`config.mk`:
```
export PLATFORM = sky130hd
export DESIGN_NAME = maze_mem_arbiter
export DESIGN_NICKNAME = d
export VERILOG_FILES = /design/src/rtl/maze_pkg.sv /design/src/rtl/maze_rd_tag_pipe.sv /design/src/rtl/maze_mem_arbiter.sv
export SDC_FILE = /design/constraint.sdc
export NUM_CORES = 1
export LEC_CHECK = 0
export ABC_AREA = 1
export BUFFER_PORTS_ARGS = -buffer_cell sky130_fd_sc_hd__clkbuf_2
export CAP_MARGIN = 30
export CORE_MARGIN = 2
export CORE_UTILIZATION = 43
export CTS_BUF_LIST = sky130_fd_sc_hd__clkbuf_2 sky130_fd_sc_hd__clkbuf_4 sky130_fd_sc_hd__clkbuf_8
export CTS_CLUSTER_SIZE = 8
export DETAILED_ROUTE_END_ITERATION = 16
export HOLD_SLACK_MARGIN = 0.1
export PLACE_DENSITY_LB_ADDON = 0.1
export SLEW_MARGIN = 20
export SYNTH_ARGS = -nofsm -noshare
export SYNTH_HDL_FRONTEND = slang
export SYNTH_SLANG_ARGS = --single-unit
```
`constraint.sdc`:
```
create_clock -name clock -period 1.19 [get_ports clock]
set_input_delay 0.238 -clock clock [delete_from_list [all_inputs] [get_ports clock]]
set_output_delay 0.238 -clock clock [all_outputs]
set_load 0.02 [all_outputs]
```
`src/rtl/maze_pkg.sv`:
```
// Shared definitions for the maze cell RAM arbiter.
// Holds the cell codes, the grid geometry, the requester ids, the arbiter
// state encoding, and the read-ownership tag that travels alongside each RAM read.
package maze_pkg;

    localparam int COORD_W   = 5;
    localparam int DATA_W    = 3;
    localparam int GRID_SIZE = 24;

    typedef enum logic [2:0] {
        OCCUPIED      = 3'd0,
        AVAILABLE     = 3'd1,
        START         = 3'd2,
        END           = 3'd3,
        YOUR_POSITION = 3'd4
    } cell_e;

    typedef enum logic [1:0] {
        CHK = 2'd0,
        DRW = 2'd1,
        WR  = 2'd2
    } req_id_e;

    typedef enum logic {
        IDLE  = 1'b0,
        ISSUE = 1'b1
    } arb_state_e;

    // Ownership of one in-flight read: who asked for it, and whether the
    // coordinate lay outside the grid (in that case the RAM data is discarded).
    typedef struct packed {
        logic    valid;
        req_id_e who;
        logic    oob;
    } rd_tag_t;

endpackage

```
`src/rtl/maze_rd_tag_pipe.sv`:
```
// Read tag delay line.
// Delays the {valid, who, oob} tag of each issued read by DEPTH cycles so that
// it lines up with the RAM read data. The asynchronous clear drops every
// in-flight tag, so a read cut short by reset never produces a response.
// Ports:
//   clock   - rising-edge clock
//   reset   - asynchronous active-high clear
//   tag_in  - tag of the read issued in the current cycle (valid=0 when none)
//   tag_out - tag whose read data is on the RAM output this cycle
module maze_rd_tag_pipe
    import maze_pkg::*;
#(
    parameter int DEPTH = 1
) (
    input  logic    clock,
    input  logic    reset,
    input  rd_tag_t tag_in,
    output rd_tag_t tag_out
);

    rd_tag_t stage_q [DEPTH];
    rd_tag_t stage_d [DEPTH];

    // Shift by one stage per cycle, new tag entering at stage 0
    always_comb begin
        stage_d[0] = tag_in;
        for (int i = 1; i < DEPTH; i++) begin
            stage_d[i] = stage_q[i-1];
        end
    end

    // Tag storage with asynchronous clear
    always_ff @(posedge clock or posedge reset) begin
        if (reset) begin
            for (int i = 0; i < DEPTH; i++) begin
                stage_q[i] <= {$bits(rd_tag_t){1'b0}};
            end
        end else begin
            stage_q <= stage_d;
        end
    end

    assign tag_out = stage_q[DEPTH-1];

endmodule

```
`src/rtl/maze_mem_arbiter.sv`:
```
// Maze cell RAM arbiter.
// Shares one single-port cell RAM between the move-legality checker (chk), the
// redraw scanner (drw) and the player-marker writer (wr). One access is issued
// every two cycles: an IDLE cycle samples requests and registers the winner, the
// following ISSUE cycle presents the grant and the RAM address. Read data comes
// back RD_LATENCY cycles after the grant, steered to its owner. Coordinates
// outside the grid behave as walls: reads return OCCUPIED, writes are dropped.
// Ports:
//   clock, reset                      - clock, asynchronous active-high reset
//   chk_req/x/y, chk_gnt              - checker read request and grant pulse
//   chk_rvalid, chk_rdata             - checker read response
//   drw_req/x/y, drw_gnt, drw_rvalid, drw_rdata - same for the redraw scanner
//   wr_req/x/y/data, wr_gnt           - marker write request and grant pulse
//   mem_addr, mem_wren, mem_wdata     - RAM command ({y,x} address)
//   mem_rdata                         - RAM read data
module maze_mem_arbiter #(
    parameter int COORD_W    = 5,
    parameter int DATA_W     = 3,
    parameter int GRID_SIZE  = 24,
    parameter int RD_LATENCY = 1
) (
    input  logic                 clock,
    input  logic                 reset,
    input  logic                 chk_req,
    input  logic [COORD_W-1:0]   chk_x,
    input  logic [COORD_W-1:0]   chk_y,
    output logic                 chk_gnt,
    output logic                 chk_rvalid,
    output logic [DATA_W-1:0]    chk_rdata,
    input  logic                 drw_req,
    input  logic [COORD_W-1:0]   drw_x,
    input  logic [COORD_W-1:0]   drw_y,
    output logic                 drw_gnt,
    output logic                 drw_rvalid,
    output logic [DATA_W-1:0]    drw_rdata,
    input  logic                 wr_req,
    input  logic [COORD_W-1:0]   wr_x,
    input  logic [COORD_W-1:0]   wr_y,
    input  logic [DATA_W-1:0]    wr_data,
    output logic                 wr_gnt,
    output logic [2*COORD_W-1:0] mem_addr,
    output logic                 mem_wren,
    output logic [DATA_W-1:0]    mem_wdata,
    input  logic [DATA_W-1:0]    mem_rdata
);

    import maze_pkg::*;

    localparam logic [COORD_W-1:0] GRID_LIM = COORD_W'(GRID_SIZE);

    arb_state_e           state_q, state_d;
    req_id_e              rr_last_q, rr_last_d;
    logic                 last_wr_q, last_wr_d;
    logic                 chk_gnt_q, chk_gnt_d;
    logic                 drw_gnt_q, drw_gnt_d;
    logic                 wr_gnt_q, wr_gnt_d;
    logic                 mem_wren_q, mem_wren_d;
    logic                 oob_q, oob_d;
    logic [2*COORD_W-1:0] mem_addr_q, mem_addr_d;
    logic [DATA_W-1:0]    mem_wdata_q, mem_wdata_d;
    logic [DATA_W-1:0]    chk_rdata_q, chk_rdata_d;
    logic [DATA_W-1:0]    drw_rdata_q, drw_rdata_d;

    logic                 chk_oob, drw_oob, wr_oob, read_pending;
    logic [DATA_W-1:0]    rd_value;
    rd_tag_t              tag_in, tag_out;

    // Unsigned compare: a coordinate that underflowed to all-ones is out of grid too.
    assign chk_oob      = (chk_x >= GRID_LIM) || (chk_y >= GRID_LIM);
    assign drw_oob      = (drw_x >= GRID_LIM) || (drw_y >= GRID_LIM);
    assign wr_oob       = (wr_x  >= GRID_LIM) || (wr_y  >= GRID_LIM);
    assign read_pending = chk_req || drw_req;

    // Arbiter FSM: choose a winner in IDLE, present it for one ISSUE cycle
    always_comb begin
        state_d     = state_q;
        rr_last_d   = rr_last_q;
        last_wr_d   = last_wr_q;
        chk_gnt_d   = 1'b0;
        drw_gnt_d   = 1'b0;
        wr_gnt_d    = 1'b0;
        mem_wren_d  = 1'b0;
        oob_d       = oob_q;
        mem_addr_d  = mem_addr_q;
        mem_wdata_d = mem_wdata_q;
        case (state_q)
            IDLE: begin
                if (read_pending || wr_req) begin
                    state_d = ISSUE;
                    // A write yields once after a write grant if a read is waiting.
                    if (wr_req && !(last_wr_q && read_pending)) begin
                        wr_gnt_d    = 1'b1;
                        mem_addr_d  = {wr_y, wr_x};
                        mem_wdata_d = wr_data;
                        mem_wren_d  = !wr_oob;
                        oob_d       = wr_oob;
                        last_wr_d   = 1'b1;
                    end else if (chk_req && (!drw_req || rr_last_q == DRW)) begin
                        chk_gnt_d   = 1'b1;
                        mem_addr_d  = {chk_y, chk_x};
                        oob_d       = chk_oob;
                        rr_last_d   = CHK;
                        last_wr_d   = 1'b0;
                    end else begin
                        drw_gnt_d   = 1'b1;
                        mem_addr_d  = {drw_y, drw_x};
                        oob_d       = drw_oob;
                        rr_last_d   = DRW;
                        last_wr_d   = 1'b0;
                    end
                end else begin
                    state_d = IDLE;
                end
            end
            ISSUE: begin
                state_d = IDLE;
            end
            default: begin
                state_d = IDLE;
            end
        endcase
    end

    // Tag for the read presented this cycle (grants are only high in ISSUE)
    always_comb begin
        tag_in.valid = chk_gnt_q || drw_gnt_q;
        tag_in.oob   = oob_q;
        if (drw_gnt_q) begin
            tag_in.who = DRW;
        end else begin
            tag_in.who = CHK;
        end
    end

    maze_rd_tag_pipe #(
        .DEPTH (RD_LATENCY)
    ) u_tag_pipe (
        .clock   (clock),
        .reset   (reset),
        .tag_in  (tag_in),
        .tag_out (tag_out)
    );

    assign chk_rvalid = tag_out.valid && (tag_out.who == CHK);
    assign drw_rvalid = tag_out.valid && (tag_out.who == DRW);

    // Response steering: RAM data passes straight through in the rvalid cycle
    // (the RAM latency already covers the pipe), otherwise the last value is held.
    always_comb begin
        if (tag_out.oob) begin
            rd_value = DATA_W'(OCCUPIED);
        end else begin
            rd_value = mem_rdata;
        end
        if (chk_rvalid) begin
            chk_rdata_d = rd_value;
        end else begin
            chk_rdata_d = chk_rdata_q;
        end
        if (drw_rvalid) begin
            drw_rdata_d = rd_value;
        end else begin
            drw_rdata_d = drw_rdata_q;
        end
    end

    // Arbiter and response registers
    always_ff @(posedge clock or posedge reset) begin
        if (reset) begin
            state_q     <= IDLE;
            rr_last_q   <= DRW;
            last_wr_q   <= 1'b0;
            chk_gnt_q   <= 1'b0;
            drw_gnt_q   <= 1'b0;
            wr_gnt_q    <= 1'b0;
            mem_wren_q  <= 1'b0;
            oob_q       <= 1'b0;
            mem_addr_q  <= {(2*COORD_W){1'b0}};
            mem_wdata_q <= {DATA_W{1'b0}};
            chk_rdata_q <= {DATA_W{1'b0}};
            drw_rdata_q <= {DATA_W{1'b0}};
        end else begin
            state_q     <= state_d;
            rr_last_q   <= rr_last_d;
            last_wr_q   <= last_wr_d;
            chk_gnt_q   <= chk_gnt_d;
            drw_gnt_q   <= drw_gnt_d;
            wr_gnt_q    <= wr_gnt_d;
            mem_wren_q  <= mem_wren_d;
            oob_q       <= oob_d;
            mem_addr_q  <= mem_addr_d;
            mem_wdata_q <= mem_wdata_d;
            chk_rdata_q <= chk_rdata_d;
            drw_rdata_q <= drw_rdata_d;
        end
    end

    assign chk_gnt   = chk_gnt_q;
    assign drw_gnt   = drw_gnt_q;
    assign wr_gnt    = wr_gnt_q;
    assign mem_addr  = mem_addr_q;
    assign mem_wren  = mem_wren_q;
    assign mem_wdata = mem_wdata_q;
    assign chk_rdata = chk_rdata_d;
    assign drw_rdata = drw_rdata_d;

endmodule

```
==> flow_metrics.py, run 1 <==
metrics = {
    "setup_path": {
        "setup.worst_path.end_class": "output pin",
        "crit_arrival_ns": 1.39,
        "critical-path-top-delay-family": "flip-flops",
        "crit_required_ns": 0.95,
        "critical_path.startpoint_type": "register",
        "crit_type": "reg2out",
        "r2r_slack_ns": -0.05,
        "max_stage_delay_ns": 0.37,
        "worstSetupPathDepth": 4,
        "crit_buf_inv": 2,
        "path_cells": "inv_2, nor2_4, mux2_4, buf_8",
        "worstReg2RegEnd": "mem_addr[7]",
        "critical_path_peak_fanout": 4,
        "r2r.worst_path.cells": 8,
        "cpMaxStageDelayCell": "sky130_fd_sc_hd__dfrtp_1",
        "crit-reg2reg-launch": "rr_last_q[0]",
    },
    "placement": {
        "finalWeightedCongestion": 0.790,
        "dp_hpwl_um": 2680,
        "placed_area_sq_um": 1880,
        "io_buffers": 65,
        "placedCellCount": 299,
    },
    "route": {
        "top_layer": "met4",
        "drt_iter0_drc": 40,
        "detailedRoute.firstPassIterationCount": 4,
        "met2RoutedLength_um": 1980,
        "wl_met1_um": 1670,
        "met3_wirelength_um": 190,
        "final_antenna_net_count": 0,
        "wl_per_cell_um": 12.3,
        "drt_drc_violations_left": 0,
        "dr_total_vias": 1469,
        "route.detailed.vias_per_inst": 4.63,
        "routed_wl_um": 3900,
    },
    "synth": {
        "post_synth_xor_area_fraction": 0,
        "synth.lib_cells_used.distinct": 18,
        "synthFlopType": "sky130_fd_sc_hd__dfrtp_1",
        "post-synth-top-count-cell": "sky130_fd_sc_hd__nand2_1",
        "postSynthRegisterBits": 30,
        "asyncSetResetFlopFracSynth": 1.00,
        "mux_cell_area_share_after_synthesis": 0.0236,
        "synth_top_family_by_area": "simple AND/OR/NAND/NOR gates",
        "post_synth_inst_count": 184,
        "synth_fp_nets": 225,
        "synth.cell_area_sq_um": 1430,
        "synth.yosys.seq_area_share": 0.525,
        "synthTopCellsByCount": "sky130_fd_sc_hd__nand2_1, sky130_fd_sc_hd__dfrtp_1, sky130_fd_sc_hd__nand3_1, sky130_fd_sc_hd__inv_1, sky130_fd_sc_hd__nor2_1",
        "synth_compound_area_frac": 0.0131,
        "syn_area_per_cell_sq_um": 7.78,
        "area_share_of_the_leading_cell_type_in_the_synthesized_netlist": 0.507,
        "synth.yosys.warnings": 0,
        "synth_simple_gate_area_share": 0.371,
        "top_post_synthesis_cells_by_area": "sky130_fd_sc_hd__dfrtp_1, sky130_fd_sc_hd__nand2_1, sky130_fd_sc_hd__nand3_1",
        "netlist.top_cell.by_area": "sky130_fd_sc_hd__dfrtp_1",
        "synth_fa_ha_area_frac": 0,
        "count_of_flip_flops_with_a_built_in_enable_after_synthesis": 0,
    },
    "cts": {
        "clk_transition_reported_paths_ns": 0.09,
        "root_buffer": "sky130_fd_sc_hd__clkbuf_4",
        "tritoncts.num_buffers": 5,
        "clock_tree_from_tritoncts": "yes",
        "clk-insertion-delay-late_ns": 0.33,
        "clock_tree.htree_level_count": 2,
        "maximum_buffer_depth_of_the_clock_tree": 2,
        "clock-sinks": 30,
    },
    "power_and_ir_drop": {
        "total_leakage_power_nw": 1.32,
        "ir_drop_uv": 856,
        "overall_power_consumption_w": 0.00417,
        "powerDensity_nw_per_um2": 1810,
    },
    "final_layout": {
        "antennaDiodeCount": 0,
        "fin_nets": 313,
        "drive_above_1_share": 0.535,
        "final_non_filler_cell_area_sq_um": 2300,
        "final_cells": 317,
        "area_growth_pct": 60.9,
        "utilization": 0.742,
        "fillCellCount": 246,
    },
    "sta": {
        "worstMarginPinSlew_ns": 0.293,
        "worst_slack_ns": -0.442,
        "rsz0062_at_grt": "true",
        "worst_slew_margin_rel": 0.804,
        "fin_crit_sh": 1.37,
        "timing_max_transition_violations_final": 0,
        "finalWorstPathRequiredPeriod_ns": 1.63,
        "finalClockSkew_ns": 0.0106,
        "fin_setup_tns_ns": -3.11,
        "finalSetupViolations": 18,
        "hold_viol": 0,
        "max_clock_freq_ghz": 0.613,
    },
    "grt": {
        "initial_antenna_violation_count": 0,
        "total_global_routing_overflow": 0,
        "grt_max_degree": 18,
        "grt_pass1_vias": 1355,
        "grt_first_pass_wirelength_um": 5810,
        "grt_util_all_layers": 0.213,
    },
    "min_path": {
        "timing.hold.worst.class": "in2reg",
        "hold_startpoint": "wr_data[2]",
        "min_delay_worst_endpoint": "mem_wdata[2]",
        "worst_hold_path.num_cells": 3,
    },
    "die": {
        "floorplan.die.height_um": 61.7,
        "initial_utilization": 0.461,
        "die-area_sq_um": 3810,
        "num_rows": 20,
        "ioPinCount": 66,
        "die_width_um": 61.7,
        "core_area_sq_um": 3100,
    },
    "status": {
        "outcome": "complete, but fails checks",
        "violations": "negative setup slack",
    },
    "flow_run": {
        "max-cap-violations": 0,
    },
}
[worst max path at each step]
stage,startpoint,endpoint,slack (ns)
floorplan,u_tag_pipe.tag_out[3],chk_rdata[0],-0.05
global placement,u_tag_pipe.tag_out[3],chk_rdata[2],-0.11
detailed placement,u_tag_pipe.tag_out[3],chk_rdata[2],-0.11
CTS,u_tag_pipe.tag_out[1],chk_rdata[0],-0.47
global route,u_tag_pipe.tag_out[3],chk_rdata[0],-0.51
finish,u_tag_pipe.tag_out[3],chk_rdata[0],-0.44
[repair_timing]
action	in CTS	in global routing
pin swaps	11	12
cloned	1	0
hold buffers	3	0
buffers inserted	5	4
setup endpoints to repair	19	20
hold endpoints to repair	32	0
gates resized for setup	40	41
[area by class of cell]
| type | count | area, sq um | share of cell area |
|---|---|---|---|
| clock buffer | 7 | 58.8 | 0.0255 |
| clock inverter | 1 | 5.00 | 0.00217 |
| inverter | 16 | 67.6 | 0.0293 |
| multi-input combinational | 133 | 756 | 0.328 |
| sequential | 30 | 752 | 0.326 |
| tap | 44 | 55.1 | 0.0239 |
| timing repair buffer | 86 | 609 | 0.265 |
[metal layers]
layer  track usage  vias to the layer above
met1         0.254                      674
met3        0.0683                        7
met5             0                        -
met2         0.362                       44
met4        0.0729                        0
li1              -                      744
[cell families (layout without fill, tap and decap cells)]
| group | after synthesis | in the layout |
|---|---|---|
| buffers and inverters | 21 | 110 |
| and+or+nand+nor | 127 | 127 |
| muxes | 3 | 3 |
| DFF | 30 | 30 |
| AOI/OAI and AO/OA | 3 | 3 |
[placed cells by master, fill, tap and decap left out, types with 2 or more instances in the layout]
cell	instances
sky130_fd_sc_hd__nand2_1	61
sky130_fd_sc_hd__clkbuf_2	57
sky130_fd_sc_hd__dfrtp_1	29
sky130_fd_sc_hd__nand2_2	23
sky130_fd_sc_hd__nand3_1	16
sky130_fd_sc_hd__buf_4	12
sky130_fd_sc_hd__nand2_4	9
sky130_fd_sc_hd__inv_1	8
sky130_fd_sc_hd__nor2_1	8
sky130_fd_sc_hd__clkbuf_4	6
sky130_fd_sc_hd__buf_6	6
sky130_fd_sc_hd__inv_2	5
sky130_fd_sc_hd__buf_8	5
sky130_fd_sc_hd__inv_4	3
sky130_fd_sc_hd__nand3_2	3
sky130_fd_sc_hd__mux2_4	3
sky130_fd_sc_hd__dlygate4sd3_1	3
sky130_fd_sc_hd__nor2_2	2
sky130_fd_sc_hd__nor2_4	2
sky130_fd_sc_hd__clkbuf_8	2
[flip-flops by register name (all words and copies together), names as in the netlist]
| register | flops |
|---|---|
| mem_addr | 10 |
| chk_gnt | 1 |
| wr_gnt | 1 |
| u_tag_pipe.tag_out | 3 |
| drw_gnt | 1 |
| drw_rdata_q | 3 |
| mem_wdata | 3 |
| rr_last_q | 1 |
| oob_q | 1 |
| mem_wren | 1 |
| last_wr_q | 1 |
| state_q | 1 |
| chk_rdata_q | 3 |
[per-stage QoR]
step | setup slack (ns) | hold WS [ns]
6_report | -0.442 | 0.111
4_1_cts | -0.470 | 0.101
3_3_place_gp | -0.107 | 0.244
3_5_place_dp | -0.112 | 0.246
2_1_floorplan | -0.0500 | 0.328
5_1_grt | -0.508 | 0.106
[power breakdown]
group          switching [W]  internal (W)  leakage [nW]  total, W
Sequential          0.000169       0.00134         0.375   0.00151
Clock               0.000360      0.000309        0.0387  0.000669
Combinational        0.00108      0.000917         0.911   0.00200
[worst reg2reg max path, stage by stage, from the launching register on]
cell                      delay [ns]
sky130_fd_sc_hd__dfstp_2        0.55
sky130_fd_sc_hd__inv_4          0.05
sky130_fd_sc_hd__nand2_4        0.06
sky130_fd_sc_hd__nand2_4        0.08
sky130_fd_sc_hd__buf_12         0.16
sky130_fd_sc_hd__nand2_4        0.05
sky130_fd_sc_hd__nand2_2        0.04
sky130_fd_sc_hd__nand2_1        0.07
sky130_fd_sc_hd__nand3_1        0.07
Power figures use the tool's default switching activity.
==> inputs of run 2 (changes only) <==
--- a/config.mk
+++ b/config.mk
@@ -5,16 +5,17 @@
 export SDC_FILE = /design/constraint.sdc
 export NUM_CORES = 1
 export LEC_CHECK = 0
-export ABC_AREA = 1
 export BUFFER_PORTS_ARGS = -buffer_cell sky130_fd_sc_hd__clkbuf_2
 export CAP_MARGIN = 30
+export CORE_ASPECT_RATIO = 2
 export CORE_MARGIN = 2
-export CORE_UTILIZATION = 43
+export CORE_UTILIZATION = 42
 export CTS_BUF_LIST = sky130_fd_sc_hd__clkbuf_2 sky130_fd_sc_hd__clkbuf_4 sky130_fd_sc_hd__clkbuf_8
 export CTS_CLUSTER_SIZE = 8
 export DETAILED_ROUTE_END_ITERATION = 16
 export HOLD_SLACK_MARGIN = 0.1
 export PLACE_DENSITY_LB_ADDON = 0.1
+export SETUP_SLACK_MARGIN = 0.5
 export SLEW_MARGIN = 20
 export SYNTH_ARGS = -nofsm -noshare
 export SYNTH_HDL_FRONTEND = slang
==> flow_metrics.py, run 2 <==
metrics = {
    "status": {
        "outcome": "complete, but fails checks",
        "violations": "negative hold slack, negative setup slack",
    },
    "placement": {
        "finalWeightedCongestion": 0.721,
        "dp_hpwl_um": 2810,
        "io_buffers": 65,
        "place_ws_ns": -0.264,
        "placed_area_sq_um": 1990,
    },
    "synth": {
        "postSynthRegisterBits": 30,
        "synth.cell_area_sq_um": 1340,
        "netlist.top_cell.by_area": "sky130_fd_sc_hd__dfrtp_1",
        "count_of_flip_flops_with_a_built_in_enable_after_synthesis": 0,
        "synth.yosys.warnings": 0,
        "synth.lib_cells_used.distinct": 31,
        "synth.yosys.seq_area_share": 0.561,
        "area_share_of_the_leading_cell_type_in_the_synthesized_netlist": 0.541,
        "syn_area_per_cell_sq_um": 12.3,
        "synthTopCellsByCount": "sky130_fd_sc_hd__dfrtp_1, sky130_fd_sc_hd__nand2_1, sky130_fd_sc_hd__mux2i_1, sky130_fd_sc_hd__o21ai_0",
        "top_post_synthesis_cells_by_area": "sky130_fd_sc_hd__dfrtp_1, sky130_fd_sc_hd__mux2i_1, sky130_fd_sc_hd__a221o_1",
        "asyncSetResetFlopFracSynth": 1.00,
        "post-synth-top-count-cell": "sky130_fd_sc_hd__dfrtp_1",
        "synthFlopType": "sky130_fd_sc_hd__dfrtp_1",
        "synth_fp_nets": 150,
        "post_synth_inst_count": 109,
    },
    "route": {
        "wl_per_cell_um": 17.9,
        "drt_drc_violations_left": 0,
        "routed_wl_um": 4480,
        "drt_iter0_drc": 16,
        "route.detailed.vias_per_inst": 5.35,
        "dr_total_vias": 1344,
        "final_antenna_net_count": 0,
        "detailedRoute.firstPassIterationCount": 4,
    },
    "setup_path": {
        "r2r.worst_path.cells": 5,
        "crit_required_ns": 0.95,
        "crit_arrival_ns": 1.29,
        "setup.worst_path.end_class": "output pin",
        "crit_type": "reg2out",
        "critical_path.startpoint_type": "register",
        "critical_path_peak_fanout": 7,
    },
    "power_and_ir_drop": {
        "ir_drop_uv": 1320,
        "total_leakage_power_nw": 1.32,
        "powerDensity_nw_per_um2": 1980,
    },
    "die": {
        "initial_utilization": 0.430,
        "num_rows": 29,
        "core_area_sq_um": 3120,
        "floorplan.die.height_um": 83.9,
        "ioPinCount": 66,
        "die-area_sq_um": 3690,
        "die_width_um": 44.0,
    },
    "cts": {
        "clock_tree_from_tritoncts": "yes",
        "clk-insertion-delay-late_ns": 0.28,
        "clock_tree.htree_level_count": 2,
        "clk_transition_reported_paths_ns": 0.07,
        "tritoncts.num_buffers": 5,
        "clock-sinks": 30,
        "maximum_buffer_depth_of_the_clock_tree": 2,
        "root_buffer": "sky130_fd_sc_hd__clkbuf_8",
    },
    "sta": {
        "timing_max_transition_violations_final": 0,
        "finalSetupViolations": 24,
        "finalClockSkew_ns": 0.00604,
        "worst_slack_ns": -0.337,
        "hold_viol": 11,
        "hold_slack_ns": -0.0866,
        "worst_slew_margin_rel": 0.704,
        "max_clock_freq_ghz": 0.655,
        "finalWorstPathRequiredPeriod_ns": 1.53,
        "worstMarginPinSlew_ns": 0.441,
        "fin_crit_sh": 1.28,
        "rsz0062_at_grt": "true",
    },
    "grt": {
        "initial_antenna_violation_count": 0,
        "total_global_routing_overflow": 0,
        "grt_util_all_layers": 0.243,
        "grt_pass1_vias": 1432,
        "grt_max_degree": 19,
        "grt_first_pass_wirelength_um": 6460,
    },
    "final_layout": {
        "fin_nets": 260,
        "multi_input_gate_area_in_the_final_layout_sq_um": 758,
        "final_non_filler_cell_area_sq_um": 2630,
        "drive_above_1_share": 0.727,
        "fillCellCount": 151,
        "antennaDiodeCount": 0,
        "area_growth_pct": 96.4,
        "number_of_flip_flops_in_the_largest_register": 10,
        "most-common-layout-cells": "sky130_fd_sc_hd__clkbuf_2, sky130_fd_sc_hd__dfrtp_1, sky130_fd_sc_hd__clkbuf_8, sky130_fd_sc_hd__buf_4, sky130_fd_sc_hd__buf_6",
        "area_taken_by_flip_flops_and_latches_sq_um": 757,
        "layout.cells.most_common": "sky130_fd_sc_hd__clkbuf_2",
    },
    "min_path": {
        "timing.hold.worst.class": "in2async",
    },
    "flow_run": {
        "max-cap-violations": 0,
    },
}
[run 2: where the power goes]
group | switching (W) | internal [W] | leakage (nW) | total (W)
Sequential | 0.000270 | 0.00136 | 0.365 | 0.00163
Clock | 0.000373 | 0.000489 | 0.0517 | 0.000862
Combinational | 0.00114 | 0.00160 | 0.903 | 0.00274
[run 2: kinds of logic after synthesis]
group,share of synthesized area
simple gates,0.121
compound gates,0.184
buf+inv,0.0420
mux,0.0924
flops,0.561
[run 2: cell type report]
class | count | share of cell area
tap | 31 | 0.0147
clock buffer | 7 | 0.0342
multi-input combinational | 71 | 0.288
clock inverter | 1 | 0.00190
sequential | 30 | 0.287
inverter | 5 | 0.0114
timing repair buffer | 106 | 0.362
[run 2: worst paths after layout]
path / start / end / slack [ns]
worst max-delay path: u_tag_pipe.tag_out[1] / chk_rdata[2] / -0.34
worst min-delay path: reset / mem_wren / -0.09
worst max register to register: last_wr_q / mem_addr[5] / -0.27
worst min register to register: oob_q / u_tag_pipe.tag_out[0] / 0.40
max in group asynchronous: reset / chk_gnt / 0.88
min in group clock: wr_x[2] / mem_addr[2] / 0.19
[run 2: worst max-delay path: stages, from the launching register on]
cell	delay, ns
sky130_fd_sc_hd__dfrtp_1	0.42
sky130_fd_sc_hd__nand2b_4	0.25
sky130_fd_sc_hd__o21ai_4	0.21
sky130_fd_sc_hd__buf_8	0.13
[run 2: repair_timing]
| item | CTS | global route |
|---|---|---|
| pin swaps | 21 | 6 |
| hold endpoints to repair | 11 | 11 |
| cloned | 1 | 0 |
| endpoints found under the setup margin | 53 | 53 |
| resized for setup | 64 | 20 |
| buffers inserted | 12 | 13 |
[run 2: routing by layer]
metal	global-route usage	share of wire	vias up
met5	0	0	-
met4	0.135	0.042	0
li1	-	-	618
met1	0.222	0.32	649
met3	0.0584	0.046	19
met2	0.448	0.59	58
[run 2: stage by stage]
step / hold slack, ns / power (W) / util / std cells / setup TNS, ns
after floorplan: 0.153 / 0.00270 / - / 109 / -0.965
after global placement: 0.207 / 0.00325 / 0.639 / 217 / -2.79
after detailed placement: 0.211 / 0.00331 / 0.639 / 217 / -3.41
after CTS: -0.0864 / 0.00491 / 0.794 / 238 / -4.85
after global routing: -0.0745 / 0.00546 / 0.844 / 251 / -6.33
final: -0.0866 / 0.00523 / 0.844 / 251 / -5.12
==> inputs of run 3 (changes only) <==
--- a/config.mk
+++ b/config.mk
@@ -9,14 +9,15 @@
 export CAP_MARGIN = 30
 export CORE_ASPECT_RATIO = 2
 export CORE_MARGIN = 2
-export CORE_UTILIZATION = 42
+export CORE_UTILIZATION = 43
 export CTS_BUF_LIST = sky130_fd_sc_hd__clkbuf_2 sky130_fd_sc_hd__clkbuf_4 sky130_fd_sc_hd__clkbuf_8
 export CTS_CLUSTER_SIZE = 8
 export DETAILED_ROUTE_END_ITERATION = 16
 export HOLD_SLACK_MARGIN = 0.1
-export PLACE_DENSITY_LB_ADDON = 0.1
+export PLACE_DENSITY = 0.76
 export SETUP_SLACK_MARGIN = 0.5
 export SLEW_MARGIN = 20
 export SYNTH_ARGS = -nofsm -noshare
 export SYNTH_HDL_FRONTEND = slang
+export SYNTH_HIERARCHICAL = 1
 export SYNTH_SLANG_ARGS = --single-unit
==> flow_metrics.py, run 3 <==
metrics = {
    "status": {
        "outcome": "complete, but fails checks",
        "violations": "negative hold slack, negative setup slack",
    },
    "synth": {
        "netlist.top_cell.by_area": "sky130_fd_sc_hd__dfrtp_1",
        "synth.yosys.warnings": 6,
        "post_synth_inst_count": 115,
        "synth.yosys.seq_area_share": 0.540,
        "top_post_synthesis_cells_by_area": "sky130_fd_sc_hd__dfrtp_1, sky130_fd_sc_hd__mux2i_1, sky130_fd_sc_hd__buf_6",
        "syn_area_per_cell_sq_um": 12.5,
        "count_of_flip_flops_with_a_built_in_enable_after_synthesis": 0,
        "synthTopCellsByCount": "sky130_fd_sc_hd__dfrtp_1, sky130_fd_sc_hd__mux2i_1, sky130_fd_sc_hd__nand2_1",
        "asyncSetResetFlopFracSynth": 1.00,
        "postSynthRegisterBits": 31,
        "synth_fp_nets": 156,
        "synth.cell_area_sq_um": 1440,
        "area_share_of_the_leading_cell_type_in_the_synthesized_netlist": 0.522,
        "synth.lib_cells_used.distinct": 29,
        "synthFlopType": "sky130_fd_sc_hd__dfrtp_1",
    },
    "grt": {
        "total_global_routing_overflow": 0,
        "grt_pass1_vias": 1339,
        "initial_antenna_violation_count": 0,
        "grt_first_pass_wirelength_um": 6000,
        "grt_max_degree": 28,
        "grt_util_all_layers": 0.223,
    },
    "setup_path": {
        "cpMaxStageDelayCell": "sky130_fd_sc_hd__or3b_4",
        "max_stage_delay_ns": 0.50,
        "setup.worst_path.end_class": "output pin",
        "crit_arrival_ns": 1.50,
        "setup.worst_path.end": "chk_rdata[1]",
        "crit_required_ns": 0.95,
        "r2r_slack_ns": -0.21,
        "path_cells": "or3b_4, o21ai_4, buf_8",
        "worstReg2RegEnd": "chk_rdata_q[1]",
        "critical_path_peak_fanout": 7,
        "critical_path.startpoint_type": "register",
        "crit-reg2reg-launch": "u_tag_pipe/tag_out[2]",
        "critical_path.startpoint": "u_tag_pipe/tag_out[2]",
        "crit_type": "reg2out",
        "r2r.worst_path.cells": 5,
    },
    "cts": {
        "clock_tree.htree_level_count": 2,
        "clk_transition_reported_paths_ns": 0.06,
        "clock-sinks": 31,
        "root_buffer": "sky130_fd_sc_hd__clkbuf_8",
        "cts-hold-fix-buffers": 1,
        "clock_tree_from_tritoncts": "yes",
        "clk-insertion-delay-late_ns": 0.29,
        "maximum_buffer_depth_of_the_clock_tree": 2,
        "tritoncts.num_buffers": 5,
    },
    "sta": {
        "rsz0062_at_grt": "true",
        "finalWorstPathRequiredPeriod_ns": 1.74,
        "worstMarginPinSlew_ns": 0.667,
        "fin_setup_tns_ns": -4.69,
        "finalClockSkew_ns": 0.00122,
        "hold_viol": 18,
        "timing_max_transition_violations_final": 0,
        "max_clock_freq_ghz": 0.575,
        "worst_slew_margin_rel": 0.553,
        "finalSetupViolations": 27,
        "worst_slack_ns": -0.548,
        "hold_slack_ns": -0.129,
        "fin_crit_sh": 1.46,
    },
    "die": {
        "die_width_um": 44.9,
        "floorplan.die.height_um": 85.8,
        "num_rows": 29,
        "die-area_sq_um": 3850,
        "core_area_sq_um": 3190,
        "ioPinCount": 66,
        "initial_utilization": 0.451,
    },
    "final_layout": {
        "layout.cells.most_common": "sky130_fd_sc_hd__clkbuf_2",
        "antennaDiodeCount": 0,
        "fin_nets": 260,
        "area_growth_pct": 82.7,
        "most-common-layout-cells": "sky130_fd_sc_hd__clkbuf_2, sky130_fd_sc_hd__mux2i_1, sky130_fd_sc_hd__dfrtp_1, sky130_fd_sc_hd__clkbuf_8, sky130_fd_sc_hd__buf_4",
        "final_cells": 251,
        "drive_above_1_share": 0.673,
        "number_of_flip_flops_in_the_largest_register": 10,
        "fillCellCount": 161,
    },
    "placement": {
        "place_ws_ns": -0.373,
        "io_buffers": 65,
        "finalWeightedCongestion": 0.825,
        "placedCellCount": 222,
        "dp_hpwl_um": 2630,
    },
    "route": {
        "detailedRoute.firstPassIterationCount": 4,
        "wl_per_cell_um": 17.4,
        "final_antenna_net_count": 0,
        "drt_iter0_drc": 20,
        "dr_total_vias": 1302,
        "routed_wl_um": 4360,
        "route.detailed.vias_per_inst": 5.19,
        "drt_drc_violations_left": 0,
    },
    "power_and_ir_drop": {
        "total_leakage_power_nw": 1.35,
        "ir_drop_uv": 1440,
        "powerDensity_nw_per_um2": 2000,
    },
    "flow_run": {
        "max-cap-violations": 0,
    },
    "min_path": {
        "timing.hold.worst.class": "in2async",
    },
}
-- run 3: cell types whose count changed after synthesis, sizes merged, moves of 2 or more --
| cell | before | now |
|---|---|---|
| a22o | 6 | 2 |
| a221o | 6 | 0 |
| mux2i | 9 | 30 |
| o21ai | 8 | 10 |
| and2 | 2 | 0 |
| nand2 | 10 | 8 |
-- run 3: cells by family (layout without fill, tap and decap cells) --
group | Yosys count | after routing | synth area share
simple gates | 23 | 23 | 0.0974
flops | 31 | 31 | 0.540
other cells | 1 | 1 | 0.00261
mux | 34 | 34 | 0.240
compound gates | 16 | 16 | 0.0670
buf+inv | 10 | 115 | 0.0530
-- run 3: what timing repair did --
item | CTS | global route
setup endpoints to repair | 53 | 80
pin swaps | 11 | 11
buffers inserted | 6 | 13
gates cloned | 1 | 1
hold endpoints to repair | 30 | 30
gates resized for setup | 72 | 25
-- run 3: report_power, final --
part	internal, W	total [W]	switching (W)	leakage [nW]
sequential	0.00139	0.00164	0.000249	0.372
combinational	0.00155	0.00268	0.00113	0.924
clock	0.000550	0.000942	0.000392	0.0549
-- run 3: worst min-delay path by stage --
| stage | slack (ns) | start | cells past startpoint | endpoint |
|---|---|---|---|---|
| after global placement | 0.14 | reset | 2 | u_tag_pipe/tag_out[3] |
| after detailed placement | 0.14 | reset | 2 | u_tag_pipe/tag_out[1] |
| final | -0.13 | reset | 2 | u_tag_pipe/tag_out[0] |
| after global routing | -0.11 | reset | 2 | u_tag_pipe/tag_out[1] |
| after floorplan | 0.004 | reset | 1 | u_tag_pipe/tag_out[0] |
| after CTS | 0.18 | wr_data[1] | 2 | mem_wdata[1] |
-- run 3: layer usage --
layer  part of all wire  track usage
met3              0.043       0.0632
met5                  0            0
met4              0.013       0.0909
met2               0.63        0.436
met1               0.31        0.194
-- run 3: through the flow --
stage	util	hold slack (ns)	total power, W	cell area [sq um]
after detailed placement	0.618	0.144	0.00325	1970
after global placement	0.618	0.141	0.00317	1970
after CTS	0.766	0.183	0.00485	2450
after global routing	0.823	-0.110	0.00548	2630
after floorplan	-	0.00408	0.00266	1550
final	0.823	-0.129	0.00526	2630
-- run 3: worst max-delay path: cells and delay by family (launching register included) --
kind            cells  cell delay, ns
simple gates        1            0.50
flops               1            0.38
compound gates      1            0.20
buf+inv             1            0.13
-- run 3: cell type report --
class | instances | area, sq um | area share
clock buffers | 8 | 104 | 0.0395
inverters | 5 | 25.0 | 0.00952
repair inverters | 1 | 5.00 | 0.00190
well taps | 31 | 38.8 | 0.0148
flip-flops and latches | 31 | 781 | 0.297
repair buffers | 101 | 918 | 0.349
multi-input cells | 74 | 757 | 0.288
